File: src/rtl/hansen_trap_pkg.sv
// Shared definitions for the hansen trap controller: FSM encoding, cause codes
// and default handler vector.
package hansen_trap_pkg;

    typedef enum logic [2:0] {
        ST_IDLE    = 3'd0,
        ST_ENTER   = 3'd1,
        ST_HANDLER = 3'd2,
        ST_RETURN  = 3'd3,
        ST_HALTED  = 3'd4
    } trap_state_e;

    localparam logic [3:0] CAUSE_ILLEGAL_OPCODE   = 4'd0;
    localparam logic [3:0] CAUSE_FETCH_MISALIGNED = 4'd1;
    localparam logic [3:0] CAUSE_LOAD_MISALIGNED  = 4'd2;
    localparam logic [3:0] CAUSE_STORE_MISALIGNED = 4'd3;
    localparam logic [3:0] CAUSE_ECALL            = 4'd4;
    localparam logic [3:0] CAUSE_EBREAK           = 4'd5;

    // Value of the mcause MSB that marks an interrupt; all lower bits are zero.
    localparam logic MCAUSE_INT = 1'b1;

    localparam logic [31:0] TRAP_VECTOR_DEFAULT = 32'h0000_0100;

endpackage

File: src/rtl/hansen_prio_enc.sv
// Lowest-index-wins priority encoder; valid is set when any request is present.
module hansen_prio_enc #(
    parameter int N = 8,
    parameter int W = (N > 1) ? $clog2(N) : 1
) (
    input  logic [N-1:0] req,
    output logic         valid,
    output logic [W-1:0] idx
);

    // Scan from the top so the lowest set bit is the last one to win.
    always_comb begin
        valid = |req;
        idx   = '0;
        for (int i = N - 1; i >= 0; i--) begin
            idx = req[i] ? W'(i) : idx;
        end
    end

endmodule

File: src/rtl/hansen_trap_ctrl.sv
// Trap controller: captures exception/interrupt CSRs, vectors to the handler,
// returns on mret and halts on a double fault.
module hansen_trap_ctrl
    import hansen_trap_pkg::*;
#(
    parameter int              XLEN         = 32,
    parameter int              NUM_CAUSES   = 8,
    parameter logic [XLEN-1:0] TRAP_VECTOR  = XLEN'(TRAP_VECTOR_DEFAULT),
    parameter bit              HALT_ON_TRAP = 1'b0,
    parameter int              CNT_W        = 8
) (
    input  logic                  clk,
    input  logic                  reset,
    input  logic                  exc_valid,
    input  logic [NUM_CAUSES-1:0] exc_req,
    input  logic [XLEN-1:0]       exc_pc,
    input  logic [XLEN-1:0]       exc_tval,
    input  logic                  irq,
    input  logic                  irq_en,
    input  logic                  mret,
    output logic                  trap,
    output logic                  redirect_valid,
    output logic [XLEN-1:0]       redirect_pc,
    output logic                  flush,
    output logic [XLEN-1:0]       mepc,
    output logic [XLEN-1:0]       mcause,
    output logic [XLEN-1:0]       mtval,
    output logic                  in_handler,
    output logic [CNT_W-1:0]      trap_count
);

    localparam int              CAUSE_W   = $clog2(NUM_CAUSES);
    localparam logic [XLEN-1:0] IRQ_CAUSE = {MCAUSE_INT, {(XLEN-1){1'b0}}};
    localparam logic [CNT_W-1:0] CNT_MAX  = {CNT_W{1'b1}};

    trap_state_e          state_r;
    trap_state_e          state_s;
    logic                 exc_any_s;
    logic [CAUSE_W-1:0]   cause_idx_s;
    logic                 capture_s;
    logic [XLEN-1:0]      mcause_s;
    logic [XLEN-1:0]      mtval_s;
    logic                 count_inc_s;

    logic                 trap_r;
    logic                 redirect_valid_r;
    logic [XLEN-1:0]      redirect_pc_r;
    logic                 flush_r;
    logic [XLEN-1:0]      mepc_r;
    logic [XLEN-1:0]      mcause_r;
    logic [XLEN-1:0]      mtval_r;
    logic                 in_handler_r;
    logic [CNT_W-1:0]     trap_count_r;

    hansen_prio_enc #(
        .N (NUM_CAUSES),
        .W (CAUSE_W)
    ) u_prio_enc (
        .req   (exc_req),
        .valid (exc_any_s),
        .idx   (cause_idx_s)
    );

    // Next-state and CSR capture decode; every request is qualified by exc_valid.
    always_comb begin
        state_s   = state_r;
        capture_s = 1'b0;
        mcause_s  = mcause_r;
        mtval_s   = mtval_r;
        case (state_r)
            ST_IDLE: begin
                if (exc_valid && exc_any_s) begin
                    capture_s = 1'b1;
                    mcause_s  = XLEN'(cause_idx_s);
                    mtval_s   = exc_tval;
                    state_s   = HALT_ON_TRAP ? ST_HALTED : ST_ENTER;
                end else if (exc_valid && irq && irq_en) begin
                    capture_s = 1'b1;
                    mcause_s  = IRQ_CAUSE;
                    mtval_s   = '0;
                    state_s   = ST_ENTER;
                end else begin
                    state_s   = ST_IDLE;
                end
            end
            ST_ENTER:   state_s = ST_HANDLER;
            ST_HANDLER: begin
                // Interrupts are masked here; an exception is a double fault even with mret.
                if (exc_valid && exc_any_s) begin
                    state_s = ST_HALTED;
                end else if (exc_valid && mret) begin
                    state_s = ST_RETURN;
                end else begin
                    state_s = ST_HANDLER;
                end
            end
            ST_RETURN:  state_s = ST_IDLE;
            ST_HALTED:  state_s = ST_HALTED;
            default:    state_s = ST_HALTED;
        endcase
    end

    assign count_inc_s = ((state_s == ST_ENTER) || (state_s == ST_HALTED)) &&
                         (state_s != state_r);

    // State, CSR and output registers; outputs track the state being entered.
    always_ff @(posedge clk) begin
        if (reset) begin
            state_r          <= ST_IDLE;
            trap_r           <= 1'b0;
            redirect_valid_r <= 1'b0;
            redirect_pc_r    <= '0;
            flush_r          <= 1'b0;
            mepc_r           <= '0;
            mcause_r         <= '0;
            mtval_r          <= '0;
            in_handler_r     <= 1'b0;
            trap_count_r     <= '0;
        end else begin
            state_r          <= state_s;
            trap_r           <= (state_s == ST_HALTED);
            redirect_valid_r <= (state_s == ST_ENTER) || (state_s == ST_RETURN);
            flush_r          <= (state_s == ST_ENTER) || (state_s == ST_RETURN) ||
                                (state_s == ST_HALTED);
            in_handler_r     <= (state_s == ST_HANDLER);
            if (capture_s) begin
                mepc_r   <= exc_pc;
                mcause_r <= mcause_s;
                mtval_r  <= mtval_s;
            end
            if (state_s == ST_ENTER) begin
                redirect_pc_r <= TRAP_VECTOR;
            end else if (state_s == ST_RETURN) begin
                redirect_pc_r <= mepc_r;
            end
            if (count_inc_s && (trap_count_r != CNT_MAX)) begin
                trap_count_r <= trap_count_r + CNT_W'(1);
            end
        end
    end

    assign trap           = trap_r;
    assign redirect_valid = redirect_valid_r;
    assign redirect_pc    = redirect_pc_r;
    assign flush          = flush_r;
    assign mepc           = mepc_r;
    assign mcause         = mcause_r;
    assign mtval          = mtval_r;
    assign in_handler     = in_handler_r;
    assign trap_count     = trap_count_r;

endmodule
File: config.mk
export PLATFORM = sky130hd
export DESIGN_NAME = hansen_trap_ctrl
export DESIGN_NICKNAME = d
export VERILOG_FILES = /design/src/rtl/hansen_trap_pkg.sv /design/src/rtl/hansen_prio_enc.sv /design/src/rtl/hansen_trap_ctrl.sv
export SDC_FILE = /design/constraint.sdc
export NUM_CORES = 1
export LEC_CHECK = 0
export ABC_AREA = 0
export CORE_UTILIZATION = 44
export CTS_CLUSTER_DIAMETER = 30
export DETAILED_ROUTE_END_ITERATION = 8
export PLACE_DENSITY = 0.86
export SLEW_MARGIN = 25
export SYNTH_ARGS = -nofsm -noshare
export SYNTH_HDL_FRONTEND = slang
export SYNTH_HIERARCHICAL = 1
export SYNTH_SLANG_ARGS = --single-unit
File: constraint.sdc
create_clock -name clk -period 6.3 [get_ports clk]
set_input_delay 1.26 -clock clk [delete_from_list [all_inputs] [get_ports clk]]
set_output_delay 1.26 -clock clk [all_outputs]
set_load 0.05 [all_outputs]
==> metrics.md <==
| Metric | Value |
|---|---|
| Outcome | `complete, no violations` |
| Commonest non-fill, non-tap cell in the layout | `clkdlybuf4s50_1` |
| Worst-Skew Late Latency | `0.50 ns` |
| Largest net degree at the start of global routing | `86` |
| Crit Path Category | `input pin to register` |
| Count of buffer and inverter cells on the critical path | `2` |
| Final setup vio count | `0` |
| Worst setup EP type | `register` |
| Crit path required time | `6.71 ns` |
| CTS sink count | `115` |
| Initial DRT Pass Iterations | `5` |
| Post_cts resized | `0` |
| Post-DR wirelength/cell | `14.6 µm` |
| Layout area overhead | `53.8%` |
| Maximum VDD drop | `0.000209 V` |
| # diodes | `0` |
| Initial antenna violation count | `0` |
| Hold-critical path endpoint | `redirect_pc[0]$_SDFFE_PP0N_` |
| Leakage | `2.47 nW` |
| Num rows | `36` |
| Hold Crit Depth | `2` |
| CTS max path bufs | `2` |
| Worst min-delay path startpoint | `redirect_pc[0]$_SDFFE_PP0N_` |
| R2R setup slack | `4.02 ns` |
| R2R depth | `5` |
| PwrDens | `309 nW/µm²` |
| Max-cap violations | `0` |
| Fmax | `0.272 GHz` |
| DR vias | `4126` |
| Crit-path max cell delay | `0.87 ns` |
| Post-Synthesis Cell Area | `4490 µm²` |
| Sequential fraction of the synthesis area | `around half` |
| Final clock skew | `roughly 0.011 ns` |
| Number of synthesized register bits | `115` |
| # H-tree levels | `4` |
| # port buffers | `189` |
| WP data arrival | `just over 4 ns` |
| Syn. warnings | `6` |
| Family with the most delay on the worst path | `simple AND/OR/NAND/NOR gates` |
| Die Area | `10600 µm²` |
| Worst min path class | `register to register` |
| Minimum clock period | `3.67 ns` |
| Commonest non-fill, non-tap cells in the layout | `clkdlybuf4s50_1, nand2_1, dfxtp_1` |
| Total grt overflow | `0` |
| Fraction of layout cells with a size suffix above 1 | `a little over a tenth` |
| Detailed placement HPWL | `8.34 mm` |
| Initial Util | `45.7%` |
| Worst R2R End | `redirect_pc[14]$_SDFFE_PP0N_` |
| IO Count | `218` |
| Routability cong. | `a little under 0.8` |
| FF-to-FF Start | `state_r[0]$_SDFF_PP0_` |
| Clock-pin transition on the worst setup and hold timing paths | `~0.05 ns` |
| Layout net count | `772` |
| Initial DRC Count | `105` |
| Final core utilization | `70.2%` |
| Ys async rst share | `0%` |
| Worst Tran Pin Value | `0.891 ns` |
| Crit-path cells | `clkdlybuf4s50_1 > nor4_1 > nand2_1 > and3b_1 > nor3b_4 > buf_4 > or3_2 > a21oi_2` |
| Final slew viol count | `0` |
| Vias in the first global route | `3977` |
| Fin crit share | `between 50% and 60%` |
| Cts bufs inserted | `17` |
| Die X | `103 µm` |
| Final hold vios | `0` |
| Post-synth cell types | `38` |
| Worst Setup Start Kind | `input pin` |
| DRC Markers | `0` |
| Core area | `9820 µm²` |
| Worst-path fanout max | `37` |
| Crit-path slowest cell | `or3_2` |
| Post-synthesis cell count | `517` |
| First-pass GRT wire length | `around 19 mm` |
| CTS Hold Bufs | `0` |
| Final WL | `12.2 mm` |
| Number of flops mapped to enable cells by yosys | `0` |
| Ys flop type | `dfxtp_1` |
| Routed Antenna Nets | `0` |
| GRT Overall Usage | `23.0%` |
| CTS tree | `built` |
| DR vias/cell | `4.92` |
| Slew margin rel. | `40.6%` |
| RSZ-0062 raised after global routing | `false` |
| Chip height | `103 µm` |
| TNS Setup | `0 ns` |
| Synth Area per Inst | `8.68 µm²` |
| Clock root buffer | `clkbuf_8` |
| Postcts setup bufs | `0` |
==> cells in the mapped netlist (all sizes together), types with 2 or more instances <==
| library cell | number | share of area, % |
|---|---|---|
| nand3 | 4 | 0.45 |
| nor3 | 4 | 0.45 |
| a22oi | 35 | 5.9 |
| a21oi | 72 | 11 |
| xnor2 | 4 | 0.78 |
| a21o | 2 | 0.33 |
| nand4 | 3 | 0.42 |
| nor4 | 2 | 0.42 |
| dfxtp | 115 | 51 |
| inv | 2 | 0.17 |
| and3 | 2 | 0.28 |
| o21ai | 2 | 0.22 |
| nor2 | 51 | 4.3 |
| and2 | 2 | 0.28 |
| mux2i | 2 | 0.45 |
| nand2 | 129 | 11 |
| a211oi | 5 | 1.1 |
| clkbuf | 24 | 2.0 |
| buf | 40 | 6.6 |
| nor2b | 4 | 0.56 |
==> worst max path at each step <==
stage | start | endpoint | slack (ns) | depth (start not counted)
after floorplan | exc_req[4] | redirect_pc[10]$_SDFFE_PP0N_ | 3.42 | 8
after global placement | exc_req[4] | redirect_pc[0]$_SDFFE_PP0N_ | 2.23 | 8
after detailed placement | exc_req[4] | redirect_pc[6]$_SDFFE_PP0N_ | 2.15 | 8
after CTS | exc_req[4] | redirect_pc[14]$_SDFFE_PP0N_ | 2.66 | 8
after global routing | exc_req[4] | redirect_pc[1]$_SDFFE_PP0N_ | 2.52 | 8
final | exc_req[4] | redirect_pc[14]$_SDFFE_PP0N_ | 2.63 | 8
==> report_power, final <==
part,switching (mW),total [mW],internal (mW)
Combinational,0.254,0.388,0.133
Clock,0.333,0.956,0.623
Sequential,0.0270,0.791,0.764
Total,0.614,2.13,1.52
==> layer usage <==
| metal | track usage (%) | vias to the layer above | part of all wire (%) |
|---|---|---|---|
| li1 | - | 2030 | - |
| met1 | 26.3 | 1917 | 41 |
| met2 | 39.9 | 167 | 50 |
| met3 | 7.25 | 12 | 7.6 |
| met4 | 9.10 | 0 | 1.4 |
| met5 | 0 | - | 0 |
==> through the flow <==
step	area (µm²)	hold WS, ns	power [mW]	setup WS [ns]	instances
after floorplan	4590	0.556	1.07	3.42	544
after global routing	6900	0.483	2.21	2.52	839
after detailed placement	6290	0.460	1.19	2.15	807
after CTS	6900	0.469	2.15	2.66	839
final	6900	0.462	2.13	2.63	839
after global placement	6290	0.455	1.18	2.23	807
==> worst reg2reg max path, delay by kind of cell (launching register included) <==
kind	cells	cell delay [ns]
and+or+nand+nor	3	1.26
DFF	1	0.43
buffers and inverters	1	0.26
AOI/OAI and AO/OA	1	0.25
==> final cells by class <==
type	count	area [µm²]
clock buffer	20	445
clock inverter	12	156
fill	774	2920
inverter	2	7.51
multi-input combinational	363	1890
sequential	115	2300
tap	133	166
timing repair buffer	194	1920
==> cell families (layout without fill, tap and decap cells) <==
logic type	Yosys count	after routing	synth area share (%)
flops	115	115	51.3
xor+xnor	4	4	0.781
fa+ha+maj	1	1	0.279
simple gates	207	207	19.3
compound gates	121	121	18.9
other cells	1	28	0.0836
buf+inv	66	228	8.81
mux	2	2	0.446
==> flip-flops by register name, summed over array words and instances, names as in the netlist <==
signal	count
flush	1
mepc	32
redirect_pc	32
trap_count	8
trap	1
mcause	4
in_handler	1
state_r	3
redirect_valid	1
mtval	32
(Power assumes the default switching activity.)
